[config.mk]
export PLATFORM = sky130hd
export DESIGN_NAME = mercury_issue_ctrl
export DESIGN_NICKNAME = d
export VERILOG_FILES = /design/src/rtl/mercury_pkg.sv /design/src/rtl/mercury_scoreboard.sv /design/src/rtl/mercury_issue_ctrl.sv
export SDC_FILE = /design/constraint.sdc
export NUM_CORES = 1
export LEC_CHECK = 0
export ABC_AREA = 1
export BUFFER_PORTS_ARGS = -buffer_cell sky130_fd_sc_hd__buf_2
export CORE_MARGIN = 2
export CORE_UTILIZATION = 50
export DETAILED_ROUTE_END_ITERATION = 8
export HOLD_SLACK_MARGIN = 0.06
export PLACE_DENSITY = 0.77
export SYNTH_ARGS = -nofsm -noshare
export SYNTH_HDL_FRONTEND = slang
export SYNTH_SLANG_ARGS = --single-unit
[constraint.sdc]
create_clock -name clk -period 2 [get_ports clk]
set_input_delay 0.3 -clock clk [delete_from_list [all_inputs] [get_ports clk]]
set_output_delay 0.3 -clock clk [all_outputs]
set_load 0.03 [all_outputs]
[src/rtl/mercury_pkg.sv]
// Shared types for the mercury core: register index width, opcode classes,
// decoded uop fields and the issue request record held in the issue slot.
package mercury_pkg;

  localparam int REG_IDX_W = 5;

  typedef enum logic [1:0] {
    OP_NONE = 2'd0,
    OP_ALU  = 2'd1,
    OP_BRU  = 2'd2,
    OP_LSU  = 2'd3
  } opcode_t;

  typedef struct packed {
    logic [REG_IDX_W-1:0] lsrc1;
    logic [REG_IDX_W-1:0] lsrc2;
    logic [REG_IDX_W-1:0] ldst;
  } uop_info_t;

  typedef struct packed {
    uop_info_t  uop;
    opcode_t    op;
    logic [1:0] src_en;
    logic       wen;
  } issue_req_t;

endpackage

[src/rtl/mercury_scoreboard.sv]
// Busy scoreboard: one bit per architectural register marking a pending write.
// Lookups see a same-cycle writeback as already complete, so a dependent uop
// can issue in the writeback cycle. Register 0 is hardwired not-busy.
module mercury_scoreboard
  import mercury_pkg::*;
#(
  parameter int NUM_REGS = 32,
  parameter int IW       = $clog2(NUM_REGS)
) (
  input  logic                clk,
  input  logic                rst_n,
  input  logic                set_en,
  input  logic [IW-1:0]       set_idx,
  input  logic                clr_en,
  input  logic [IW-1:0]       clr_idx,
  input  logic [2:0][IW-1:0]  rd_idx,
  output logic [2:0]          rd_busy,
  output logic [NUM_REGS-1:0] busy
);

  logic [NUM_REGS-1:0] busy_q;
  logic [NUM_REGS-1:0] busy_d;

  // Next busy vector: clear on writeback, then set on issue so set wins.
  always_comb begin
    busy_d = busy_q;
    if (clr_en) busy_d[clr_idx] = 1'b0;
    if (set_en) busy_d[set_idx] = 1'b1;
    busy_d[0] = 1'b0;
  end

  // Scoreboard register.
  always_ff @(posedge clk or negedge rst_n) begin
    if (!rst_n) busy_q <= '0;
    else        busy_q <= busy_d;
  end

  // Effective-busy lookups with writeback bypass.
  always_comb begin
    for (int i = 0; i < 3; i++) begin
      rd_busy[i] = busy_q[rd_idx[i]]
                 & ~(clr_en & (clr_idx == rd_idx[i]))
                 & (rd_idx[i] != '0);
    end
  end

  assign busy = busy_q;

endmodule

[src/rtl/mercury_issue_ctrl.sv]
// In-order issue controller: single issue slot between decode and execute.
// A uop leaves the slot only once its sources and destination are free of
// pending writes. Hazard stall cycles are counted in a saturating counter.
module mercury_issue_ctrl
  import mercury_pkg::*;
#(
  parameter int NUM_REGS = 32,
  parameter int PERF_W   = 16
) (
  input  logic                 clk,
  input  logic                 rst_n,
  input  logic                 flush_i,
  input  logic                 dec_valid_i,
  output logic                 dec_ready_o,
  input  uop_info_t            dec_uop_i,
  input  opcode_t              dec_op_i,
  input  logic [1:0]           dec_src_en_i,
  input  logic                 dec_wen_i,
  output logic                 iss_valid_o,
  input  logic                 iss_ready_i,
  output uop_info_t            iss_uop_o,
  output opcode_t              iss_op_o,
  input  logic                 wb_valid_i,
  input  logic [REG_IDX_W-1:0] wb_ldst_i,
  output logic [NUM_REGS-1:0]  busy_o,
  output logic [PERF_W-1:0]    stall_cnt_o
);

  localparam logic [PERF_W-1:0] CNT_MAX = '1;

  issue_req_t              slot_q;
  logic                    slot_v_q;
  logic [PERF_W-1:0]       stall_q;
  logic [2:0]              rd_busy;
  logic [2:0][REG_IDX_W-1:0] rd_idx;
  logic                    hazard;
  logic                    iss_fire;
  logic                    dec_fire;
  logic                    sb_set;

  assign rd_idx = {slot_q.uop.ldst, slot_q.uop.lsrc2, slot_q.uop.lsrc1};

  assign hazard = (slot_q.src_en[0] & rd_busy[0])
                | (slot_q.src_en[1] & rd_busy[1])
                | (slot_q.wen       & rd_busy[2]);

  assign iss_valid_o = slot_v_q & ~hazard & ~flush_i;
  assign iss_fire    = iss_valid_o & iss_ready_i;
  assign dec_ready_o = (~slot_v_q | iss_fire) & ~flush_i;
  assign dec_fire    = dec_valid_i & dec_ready_o;
  assign sb_set      = iss_fire & slot_q.wen & (slot_q.uop.ldst != '0);

  mercury_scoreboard #(
    .NUM_REGS (NUM_REGS),
    .IW       (REG_IDX_W)
  ) u_sb (
    .clk     (clk),
    .rst_n   (rst_n),
    .set_en  (sb_set),
    .set_idx (slot_q.uop.ldst),
    .clr_en  (wb_valid_i),
    .clr_idx (wb_ldst_i),
    .rd_idx  (rd_idx),
    .rd_busy (rd_busy),
    .busy    (busy_o)
  );

  // Issue slot: flush empties, decode refills, issue drains.
  always_ff @(posedge clk or negedge rst_n) begin
    if (!rst_n) begin
      slot_v_q <= 1'b0;
      slot_q   <= '{uop: '0, op: OP_NONE, src_en: 2'b00, wen: 1'b0};
    end else if (flush_i) begin
      slot_v_q <= 1'b0;
    end else if (dec_fire) begin
      slot_v_q <= 1'b1;
      slot_q   <= '{uop: dec_uop_i, op: dec_op_i, src_en: dec_src_en_i, wen: dec_wen_i};
    end else if (iss_fire) begin
      slot_v_q <= 1'b0;
    end
  end

  // Saturating hazard-stall counter; backpressure alone is not a stall.
  always_ff @(posedge clk or negedge rst_n) begin
    if (!rst_n) begin
      stall_q <= '0;
    end else if (slot_v_q & hazard & ~flush_i & (stall_q != CNT_MAX)) begin
      stall_q <= stall_q + 1'b1;
    end
  end

  assign iss_uop_o   = slot_q.uop;
  assign iss_op_o    = slot_q.op;
  assign stall_cnt_o = stall_q;

endmodule

# ---- After elaboration in Yosys (flattened, before gate mapping)
# Index checks and enable logic that the tools add are counted.
dict set report op_classes {
  n_reduce_logical 7
  n_bitwise 34
  eq_ne 4
  add_sub_neg 1
  n_lt_le_gt_ge 6
  muxes 15
}
# cell count
set ops {}
lappend ops {{$mux 32} 2}
lappend ops {{$and 32x32->32} 1}
lappend ops {{$not 32->32} 1}
lappend ops {{$or 32x32->32} 1}
lappend ops {{$lt 5x6->1 const B} 4}
lappend ops {{$and 1x1->1} 22}
lappend ops {{$add 16x1->16 const B} 1}
lappend ops {{$ne 16x16->1 const B} 1}
lappend ops {{$bmux 1 s5} 3}
lappend ops {{$eq 5x5->1} 3}
lappend ops {{$reduce_bool 5->1} 3}
lappend ops {{$demux 1 s5} 2}
lappend ops {{$ge 5x1->1 const B} 2}
lappend ops {{$mux 1} 8}
lappend ops {{$not 1->1} 6}
lappend ops {{$or 1x1->1} 3}
lappend ops {{$reduce_bool 3->1} 1}
lappend ops {{$logic_and 1x1->1} 2}
lappend ops {{$reduce_and 2->1} 1}
dict set report word_totals {
  inputBits 31
  register_bits 68
  out_inout_bits 67
}

# ---- Logic depth before layout (Yosys ltp)
# Gate-level depths: netlist (run 1).
dict set report depth {
  word_depth 17
  mapped_depth 19
}

# ---- Modules after synthesis
# Synthesis (run 1) repeated with hierarchy kept, for this count alone.
dict set report hier_totals {
  cells_unflattened 676
  hier_area_um2 4630.7
}
# mod cells_each area_each_um2 instances seq_area_each_um2
set modules_own_cells {}
lappend modules_own_cells {mercury_scoreboard 407 2597.5 1 775.7}
lappend modules_own_cells {mercury_issue_ctrl 269 2033.2 1 925.9}

# ---- Worst setup path after synthesis (run 1)
# OpenSTA, ideal clock, no wires.
dict set report synth_path {
  path_kind {register -> output}
  start {register slot_q, in the netlist iss_uop_o[1]}
  end {output port dec_ready_o}
  slack_ps -216
  path_stages_with_launch 16
  arrival_ps 1916
  required_time_ps 1700
  path_buffers 2
  cell_sequence {dfrtp_1 buf_6 nand2_2 inv_2 buf_4 nand2_1 nand3_1 nand2_1 nand2_1 nor2_1 nand2_1 nand2_2 nand2_1 nor2_1 nand3_2 a21oi_1}
}
dict set report synth_via {
  elab_chain_cells 13
  word_cells_on_any_way 16
}
# element line
set synth_lines {}
lappend synth_lines {{from (decl)} mercury_issue_ctrl.sv:31} ;# issue_req_t slot_q;
lappend synth_lines {{from (signal assigned)} mercury_issue_ctrl.sv:72} ;# slot_q <= '{uop: '0, op: OP_NONE, src_en: 2'b00, wen: 1'b0};
lappend synth_lines {{from (signal assigned)} mercury_issue_ctrl.sv:77} ;# slot_q <= '{uop: dec_uop_i, op: dec_op_i, src_en: dec_src_en_i, wen: dec_wen_i};
lappend synth_lines {{branches (longest 4 deep; another with $bmux 1 s5)} -}
lappend synth_lines {{$and 1x1->1 *} mercury_scoreboard.sv:43} ;# & (rd_idx[i] != '0);
lappend synth_lines {{$and 1x1->1 *} mercury_issue_ctrl.sv:45} ;# | (slot_q.wen & rd_busy[2]);
lappend synth_lines {{$or 1x1->1 *} mercury_issue_ctrl.sv:45}
lappend synth_lines {{$not 1->1 *} mercury_issue_ctrl.sv:47} ;# assign iss_valid_o = slot_v_q & ~hazard & ~flush_i;
lappend synth_lines {{$and 1x1->1 * (2 in series)} mercury_issue_ctrl.sv:47}
lappend synth_lines {{$and 1x1->1 *} mercury_issue_ctrl.sv:48} ;# assign iss_fire = iss_valid_o & iss_ready_i;
lappend synth_lines {{$or 1x1->1 *} mercury_issue_ctrl.sv:49} ;# assign dec_ready_o = (~slot_v_q | iss_fire) & ~flush_i;
lappend synth_lines {{$and 1x1->1 *} mercury_issue_ctrl.sv:49}
lappend synth_lines {{to (decl)} mercury_issue_ctrl.sv:14} ;# output logic dec_ready_o,
# Every way passes the cells marked *. The select of a mux whose other input is x is not followed.

# ---- Worst setup path after layout (run 1)
dict set report layout_path {
  start {register slot_q, in the netlist iss_uop_o[0]}
  end {output port dec_ready_o}
}
# Same word-level chain as after synthesis.

==> results of run 1 <==
what timing repair did:
| item | in CTS | in global routing |
|---|---|---|
| hold endpoints to repair | 68 | 0 |
| gates cloned | 3 | 2 |
| resized for setup | 32 | 13 |
| pin swaps | 4 | 2 |
| setup endpoints to repair | 69 | 70 |
| hold buffers | 1 | 0 |
| setup buffers | 6 | 0 |
worst min-delay path: stages:
cell,delay [ns]
buf_2,0.09
nand4_1,0.07
nand2_1,0.05
worst max path at each step:
stage	startpoint	endpoint	depth (start not counted)
2_1_floorplan	iss_uop_o[1]	u_sb.busy[10]	16
3_3_place_gp	iss_uop_o[0]	dec_ready_o	15
3_5_place_dp	iss_uop_o[0]	dec_ready_o	13
4_1_cts	iss_uop_o[0]	dec_ready_o	15
5_1_grt	iss_uop_o[0]	dec_ready_o	15
6_report	iss_uop_o[0]	dec_ready_o	15
stage by stage:
step	hold slack [ns]	setup TNS [ns]	cells	setup slack, ns
after floorplan	0.00441	-4.28	676	-0.140
after global placement	0.345	-8.11	937	-0.190
after detailed placement	0.354	-9.87	937	-0.207
after CTS	0.184	-9.38	963	-0.462
after global routing	0.200	-17.99	965	-0.611
final	0.197	-11.00	965	-0.512
synth_stat cells (8+ instances only):
cell and number:
inv_1 38, o21ai_1 8, nand2_1 256, xor2_1 9, buf_2 8, nor3_1 9
nand3_1 73, dfrtp_1 68, buf_6 9, o21ai_0 41, nand4_1 21, buf_4 24
nor2_1 23, o21ai_2 30
routing by layer:
| layer | part of all wire, % | global-route usage [%] | up-vias |
|---|---|---|---|
| met4 | 2.7 | 10.7 | 0 |
| met5 | 0 | 0 | - |
| met2 | 49 | 56.1 | 250 |
| li1 | - | - | 2498 |
| met3 | 7.0 | 5.66 | 43 |
| met1 | 41 | 42.8 | 2490 |
registers in the layout, summed over array words and instances (netlist names):
signal	flops
slot_v_q	1
u_sb.busy	31
slot_q	3
iss_op_o	2
stall_cnt_o	16
iss_uop_o	15
logic make-up (layout without fill, tap and decap cells):
group                    after synthesis  after routing  share of synthesized area, %
AO/OA/AOI/OAI                         92             92                          12.2
XOR/XNOR                              12             12                          2.21
adder cells (fa/ha/maj)                1              1                         0.263
buffers and inverters                 97            256                          11.6
flip-flops                            68             68                          35.8
other                                  1              1                        0.0788
AND/OR/NAND/NOR                      405            406                          37.8
cells in the final DEF (no fill, tap or decap), drive strengths merged:
master / Yosys / routed
a21oi: 6 / 6
buf: 42 / 190
o21ai: 79 / 79
xor2: 9 / 9
inv: 46 / 46
nand3b: 3 / 3
clkinvlp: 0 / 1
dlygate4sd3: 0 / 1
o22ai: 7 / 7
nand2: 261 / 262
clkinv: 2 / 6
bufinv: 0 / 1
nor3: 13 / 13
nor4: 2 / 2
ha: 1 / 1
dfrtp: 68 / 68
nand3: 79 / 79
nand4: 21 / 21
clkbuf: 7 / 11
xnor2: 3 / 3
conb: 1 / 1
nor2: 26 / 26
cell type report:
class,count,area (um2)
Clock inverter,6,65.1
Clock buffer,10,128
Timing Repair Buffer,192,1310
Sequential cell,68,1710
Fill cell,814,3050
Multi-Input combinational cell,512,2610
Inverter,48,208
Tap cell,129,161
power by group:
group / total (uW) / switching (uW) / internal (uW)
Combinational: 2050 / 1300 / 748
Sequential: 1790 / 239 / 1550
Clock: 1150 / 574 / 577
==> flow_summary.yaml, run 1 <==
setup_path:
  critPathRequiredTime_ns: 1.70
  critPathArrivalTime_ns: 2.21
  crit_top_cell: "nand2_1"
  r2r.worst_path.cells: 19
  slowest_stage: "dfrtp_2"
  max_stage_delay_ns: 0.48
  worst-path-buf-inv: 2
  worstPathMaxFanout: 6
  path_cells: "buf_6 > nand2_1 > nand2_1 > nand2_1 > nand3_1 > nand2_1 > nand2_1 > nor2_1 > nand2_1 > nand2_2 > nand2_1 > nor2_2 > nand3_2 > a21oi_2 > buf_6"
  worstSetupEndpointType: "primary output"
  critical_path_class: "flip-flop to primary output"
  r2r-end: "iss_op_o[0]"
  critPathLaunchType: "flip-flop"
  regToRegSetupSlack_ns: -0.30
  critical_path.top_delay_family: "simple AND/OR/NAND/NOR gates"
  rr_startpoint: "iss_uop_o[0]"
timing:
  worst_slack_ns: -0.512
  setup_viol: 65
  finalCritPeriodShare_pct: 126
  min_period_ns: 2.51
  finClkSkew_ns: 0.0188
  fmax_mhz: 398
  rsz0062_at_grt: "yes"
  drv_slew: 0
  finalHoldViolCount: 0
flow_run:
  timing.max_cap.violations: 0
clocking:
  clockRootBuffer: "clkbuf_8"
  worstSkewPairLatency_ns: 0.35
  cts_buffers: 9
  clockBufferDepth: 2
  cts-htree-levels: 3
  clk_pin_slew_ns: 0.08
  cts_sinks: 68
  cts_tree: "done"
synth:
  async_flop_share_pct: 100
  synthesis.nets: 708
  synth_edf_count: 0
  ys_ff_latch: 68
  synth_ff_type: "dfrtp_1"
  syn_avg_cell_area_um2: 7.04
  synth_area_um2: 4760
  yosysTopAreaCellShare_pct: 35.8
  postSynthCellCount: 676
  seq_area_frac_synth_pct: 35.8
  synth.distinct_cells: 33
  yosys.area.top_type: "dfrtp_1"
  synth_area_leaders: "dfrtp_1 (36%), nand2_1 (20%), nand3_1 (7.7%), o21ai_2 (5.5%), o21ai_0 (4.3%)"
  yosysWarnings: 0
die:
  die_y_um: 102
  pin_count: 98
  core_um2: 9240
  initial_utilization_pct: 51.5
  die-area_um2: 10300
  die_w_um: 102
  rows: 35
finish:
  design_area_um2: 6190
  nets: 863
  area_delta_synth_final_pct: 30.0
  drive_above_1_share_pct: 33.9
  n_antenna_cell: 0
  final_core_util_pct: 67.0
power:
  total_power_uw: 4990
  p_leak_uw: 0.00313
  peakVddDrop_v: 0.000698
  p_per_area_nw_per_um2: 807
min_path:
  hold_start: "dec_op_i[1]"
  whs_path_depth: 3
  hold_end: "iss_op_o[1]"
  hp-class: "primary input to flip-flop"
placement:
  port_buffers: 96
  place_hpwl_mm: 12.1
  gp_congestion: 0.964
  dpl_cell_area_um2: 5730
detailed_routing:
  drt-total-wl_mm: 16.9
  routed_via_density: 5.47
  wl_per_cell_um: 17.5
  ant_nets: 0
  dr.pass1.iters: 6
  vias: 5281
  drc: 0
  drtIter0Drc: 414
grt:
  grt_max_degree: 69
  grt_pass1_vias: 4961
  overflow: 0
  grt_pass1_wl_mm: 25.9
  track_usage_pct: 33.0
  antenna_found_initial: 0
outcome:
  status: "finished with violations"
  violations: "setup timing"
Power figures use the tool's default switching activity.
==> run 2: changes to the inputs <==
--- a/config.mk
+++ b/config.mk
@@ -9,6 +9,7 @@
 export BUFFER_PORTS_ARGS = -buffer_cell sky130_fd_sc_hd__buf_2
 export CORE_MARGIN = 2
 export CORE_UTILIZATION = 50
+export CTS_BUF_LIST = sky130_fd_sc_hd__clkbuf_16
 export DETAILED_ROUTE_END_ITERATION = 8
 export HOLD_SLACK_MARGIN = 0.06
 export PLACE_DENSITY = 0.77
==> run 2 against run 1 <==
The flow still finishes with violations (setup timing); register-to-register slack got worse by 0.02 ns; flip-flop and latch count stayed put; final area increased by 3.8%; total power rose by 10%; clock skew shrank 0.0088 ns; cell count rose by 0.73%; die area did not move; critical path type unchanged; largest cell class unchanged; largest power group unchanged.
==> flow_summary.yaml, run 2 (synthesis results as in run 1) <==
outcome:
  status: "finished with violations"
  violations: "setup timing"
setup_path:
  worst-path-buf-inv: 3
  r2r.worst_path.cells: 14
  cp.depth: 12
  critPathRequiredTime_ns: 1.70
  worstPathMaxFanout: 7
  critPathArrivalTime_ns: 2.21
  worstSetupEndpointType: "primary output"
  critPathLaunchType: "flip-flop"
  path_cells: "buf_12 > nand2_1 > nand3_1 > nand3_1 > nand3_1 > nand2_1 > nand2_1 > nand3b_1 > nand3_4 > nor3_4 > buf_4 > buf_6"
  critical_path.top_delay_family: "simple AND/OR/NAND/NOR gates"
  max_stage_delay_ns: 0.50
  critical_path_class: "flip-flop to primary output"
  slowest_stage: "dfrtp_2"
detailed_routing:
  dr.pass1.iters: 5
  drtIter0Drc: 482
  drc: 0
  vias: 5410
  drt-total-wl_mm: 17.4
  ant_nets: 0
  routed_via_density: 5.57
  wl_per_cell_um: 17.9
placement:
  post-place-ws_ns: -0.207
  gp_congestion: 0.964
  port_buffers: 96
  dp.cells: 937
  place_hpwl_mm: 12.1
min_path:
  hp-class: "primary input to flip-flop"
  whs_path_depth: 3
power:
  peakVddDrop_v: 0.000726
  p_leak_uw: 0.00323
  p_int_uw: 3310
  power_frac_seq_pct: 32.7
  p_per_area_nw_per_um2: 858
  power_frac_clock_pct: 28.8
  combPwrFrac_pct: 38.5
  switching_share_pct: 39.9
  p_switching_uw: 2200
  total_power_uw: 5510
clocking:
  cts_buffers: 9
  clockBufferDepth: 2
  cts_sinks: 68
  clockRootBuffer: "clkbuf_16"
  clk_pin_slew_ns: 0.06
  cts_tree: "done"
  worstSkewPairLatency_ns: 0.33
  cts-htree-levels: 3
grt:
  track_usage_pct: 33.2
  antenna_found_initial: 0
  grt_max_degree: 69
  overflow: 0
  grt_pass1_wl_mm: 26.1
  grt_pass1_vias: 5009
die:
  pin_count: 98
  initial_utilization_pct: 51.5
  die-area_um2: 10300
  rows: 35
  die_w_um: 102
  core_um2: 9240
  die_y_um: 102
timing:
  finalHoldViolCount: 0
  rsz0062_at_grt: "yes"
  finClkSkew_ns: 0.0100
  setup_viol: 70
  finalCritPeriodShare_pct: 126
  drv_slew: 0
  worst_slack_ns: -0.510
  whs_ns: 0.218
  min_period_ns: 2.51
  fmax_mhz: 398
flow_run:
  timing.max_cap.violations: 0
finish:
  largest_reg_flops: 31
  area_delta_synth_final_pct: 35.0
  final_cell_mix: "nand2_1 (250), buf_2 (94), buf_4 (81)"
  layout_commonest_cell: "nand2_1"
  fillers: 779
  finalNonFillerCells: 972
  drive_above_1_share_pct: 35.7
  final_core_util_pct: 69.6
  n_antenna_cell: 0
  nets: 870
==> run 2: changes by cell type in the layout (fill, tap and decap cells not counted), sizes merged <==
cell | before | now
clkinv | 6 | 7
inv | 46 | 47
buf | 190 | 194
clkbuf | 11 | 12
==> run 2: worst register-to-register path, stage by stage, from the launching register on <==
cell and delay [ns]:
dfrtp_2 0.50, buf_12 0.17, nand2_1 0.09, nand3_1 0.10, nand3_1 0.09, nand3_1 0.07
nand2_1 0.08, nand2_1 0.08, nand3b_1 0.16, nand3_4 0.11, nor3_4 0.19, buf_6 0.12
nand3_4 0.15, clkbuf_16 0.23, o21ai_2 0.12
==> run 2: layer usage <==
layer	track usage, %	vias to the layer above	wire (um)
li1	-	2513	-
met1	43.4	2552	7100
met2	57.3	285	8540
met3	3.31	60	1200
met4	11.2	0	601
met5	0	-	0
==> run 2: timing repair <==
action                                 in CTS  in global routing
hold buffers                                1                  0
pin swaps                                   6                 10
setup endpoints to repair                  69                 70
endpoints found under the hold margin      68                  0
gates cloned                                3                  5
gates resized for setup                    33                 34
setup buffers                               7                  3
==> run 2: final timing paths <==
path	start	slack, ns	endpoint
setup / recovery	iss_uop_o[5]	-0.51	iss_valid_o
hold / removal	dec_wen_i	0.22	slot_q[0]
setup reg to reg	iss_uop_o[5]	-0.32	u_sb.busy[6]
hold reg to reg	iss_op_o[0]	0.47	iss_op_o[0]
max in group asynchronous	rst_n	1.15	iss_uop_o[10]
min in group asynchronous	rst_n	0.53	u_sb.busy[24]
==> run 2: stage by stage <==
step	setup TNS (ns)	instance area (um2)
finish	-18.23	6430
floorplan	-4.28	4780
global placement	-8.11	5730
CTS	-10.88	6210
detailed placement	-9.87	5730
global route	-28.53	6430
==> run 2: area by class of cell <==
cell class | instances | area (um2) | area share (%)
multi-input cells | 512 | 2640 | 41.1
clock inverters | 7 | 68.8 | 1.07
repair buffers | 198 | 1410 | 21.9
repair inverters | 1 | 6.26 | 0.0973
well taps | 129 | 161 | 2.51
flip-flops and latches | 68 | 1710 | 26.6
clock buffers | 9 | 225 | 3.50
inverters | 48 | 208 | 3.23
==> run 2: power by group through the flow <==
stage	combinational [uW]	clock [uW]	sequential (uW)
finish	2120	1590	1800
global route	2290	1680	1820
CTS	2010	1610	1780
detailed placement	1940	0	1790
global placement	1900	0	1780
floorplan	1090	0	1940
==> run 3: changes to the inputs <==
--- a/config.mk
+++ b/config.mk
@@ -8,11 +8,12 @@
 export ABC_AREA = 1
 export BUFFER_PORTS_ARGS = -buffer_cell sky130_fd_sc_hd__buf_2
 export CORE_MARGIN = 2
-export CORE_UTILIZATION = 50
+export CORE_UTILIZATION = 57
 export CTS_BUF_LIST = sky130_fd_sc_hd__clkbuf_16
 export DETAILED_ROUTE_END_ITERATION = 8
 export HOLD_SLACK_MARGIN = 0.06
-export PLACE_DENSITY = 0.77
+export PLACE_DENSITY = 0.83
 export SYNTH_ARGS = -nofsm -noshare
 export SYNTH_HDL_FRONTEND = slang
 export SYNTH_SLANG_ARGS = --single-unit
+export TNS_END_PERCENT = 50
==> constraint.sdc (replaced) <==
create_clock -name clk -period 3.1 [get_ports clk]
set_input_delay 0.465 -clock clk [delete_from_list [all_inputs] [get_ports clk]]
set_output_delay 0.465 -clock clk [all_outputs]
set_load 0.03 [all_outputs]
==> run 3 against run 2 <==
The run now ends clean; combinational power fell by 49%; largest cell class unchanged; total power fell by 41%; die area shrank 12%; critical path depth stayed put; highest routed layer unchanged.
==> flow_summary.yaml, run 3 (synthesis results as in run 1) <==
outcome:
  status: "finished, final reports clean"
placement:
  port_buffers: 96
  gp_congestion: 1.00
  place_hpwl_mm: 10.5
  dpl_cell_area_um2: 5120
timing:
  finalCritPeriodShare_pct: 92.8
  setup_viol: 0
  finClkSkew_ns: 0.00877
  min_period_ns: 2.88
  drv_slew: 0
  fmax_mhz: 347
  tightest_slew_ns: 0.645
  rsz0062_at_grt: "no"
  tns_ns: 0
  slew_headroom_pct: 56.7
  whs_ns: 0.147
  finalHoldViolCount: 0
setup_path:
  path_cells: "inv_1 > nor3_1 > nand2_1 > nand2_1 > nor2_1 > nand2_1 > nand2_2 > nand2_1 > nor2_1 > nand3_2 > a21oi_1 > buf_2"
  critPathLaunchType: "flip-flop"
  r2r.worst_path.cells: 15
  worst-path-buf-inv: 2
  slowest_stage: "nor3_1"
  r2r-end: "slot_q[0]"
  regToRegSetupSlack_ns: 0.61
  crit_top_cell: "nand2_1"
  worstSetupEndpointType: "primary output"
  worstPathMaxFanout: 8
  critical_path_class: "flip-flop to primary output"
  critical_path.top_delay_family: "simple AND/OR/NAND/NOR gates"
  rr_startpoint: "iss_uop_o[12]"
  max_stage_delay_ns: 0.53
  critPathArrivalTime_ns: 2.41
  critPathRequiredTime_ns: 2.63
finish:
  largest_reg_flops: 31
  nets: 778
  drive_above_1_share_pct: 24.1
  design_area_um2: 5410
  layout_commonest_cell: "nand2_1"
  final_core_util_pct: 66.2
  area_delta_synth_final_pct: 13.7
  final_cell_mix: "nand2_1 (256), buf_2 (96), nand3_1 (73)"
  n_antenna_cell: 0
detailed_routing:
  vias: 5054
  dr.pass1.iters: 6
  drc: 0
  wl_per_cell_um: 17.7
  routed_via_density: 5.90
  drt-total-wl_mm: 15.2
  ant_nets: 0
  drtIter0Drc: 741
die:
  die_y_um: 95.4
  die-area_um2: 9100
  rows: 33
  pin_count: 98
  die_w_um: 95.4
  initial_utilization_pct: 58.2
  core_um2: 8180
clocking:
  worstSkewPairLatency_ns: 0.34
  postCtsSetupBuffers: 0
  clk_pin_slew_ns: 0.06
  cts_hold_buf: 0
  clockBufferDepth: 2
  clockRootBuffer: "clkbuf_16"
  cts_buffers: 9
  cts_sinks: 68
  cts-htree-levels: 3
  cts_tree: "done"
grt:
  grt_use_met2_pct: 55.6
  overflow: 0
  grt_pass1_wl_mm: 24.0
  grtUsageMet1_pct: 43.8
  track_usage_pct: 34.8
  top_usage_layer: "met2"
  antenna_found_initial: 0
  grt_max_degree: 69
  grt_use_met3_pct: 9.01
  grt_pass1_vias: 4729
flow_run:
  timing.max_cap.violations: 0
min_path:
  hp-class: "primary input to async pin"
power:
  total_power_uw: 3280
  p_leak_uw: 0.00269
  peakVddDrop_v: 0.000430
  p_per_area_nw_per_um2: 606
[run 3: cell types whose count changed in the layout (fill, tap and decap cells not counted), sizes merged]
cell | previous run | this run
clkinvlp | 1 | 2
nand2 | 262 | 261
clkbuf | 12 | 9
dlygate4sd3 | 1 | 0
clkinv | 7 | 5
buf | 194 | 108
[run 3: worst max path at each step]
stage,slack [ns],end,start,cells after the start
6_report,0.22,dec_ready_o,iss_uop_o[3],12
5_1_grt,0.07,dec_ready_o,iss_uop_o[12],13
4_1_cts,0.23,dec_ready_o,iss_uop_o[0],15
3_5_place_dp,0.61,dec_ready_o,iss_uop_o[0],15
3_3_place_gp,0.58,dec_ready_o,iss_uop_o[0],15
2_1_floorplan,0.72,dec_ready_o,wb_ldst_i[4],12
[run 3: worst reg2reg max path, stage by stage (launching register included)]
cell and delay [ns]:
dfrtp_1 0.61, inv_1 0.26, nor2_1 0.18, inv_1 0.06
nand2_1 0.06, nand2_1 0.04, nand2_1 0.07, nand2_1 0.06
nand3_1 0.11, nand2_1 0.06, nor2_1 0.12, nand3_2 0.09
nand2_2 0.08, nand3_2 0.33, nand2_1 0.19, nand2_1 0.06
[run 3: where the power goes]
part,total (uW),internal [uW],leakage [uW],switching (uW)
Combinational,1080,306,0.00165,777
Sequential,1160,998,0.000901,166
Clock,1030,619,0.000137,412
[run 3: timing repair]
action | in CTS | in global routing
endpoints found under the hold margin | 0 | 0
resized for setup | 0 | 2
endpoints found under the setup margin | 0 | 1
[run 3: metal layers]
metal  share of wire, %  vias to the layer above  wire length, um
met4                4.3                        0              655
met3                 11                       62             1610
li1                   -                     2335                -
met5                  0                        -                0
met2                 46                      337             6930
met1                 39                     2320             5960
[run 3: cell type report]
cell class                      count  area (um2)
Multi-Input combinational cell    511        2500
Timing Repair Buffer              108         596
Sequential cell                    68        1700
Fill cell                         746        2760
Tap cell                          105         131
Clock buffer                        9         225
Inverter                           48         186
Clock inverter                      7        66.3
[run 3: stage by stage]
stage,worst slack (ns),cells
6_report,0.222,856
4_1_cts,0.233,856
2_1_floorplan,0.718,676
5_1_grt,0.0684,856
3_5_place_dp,0.605,840
3_3_place_gp,0.579,840
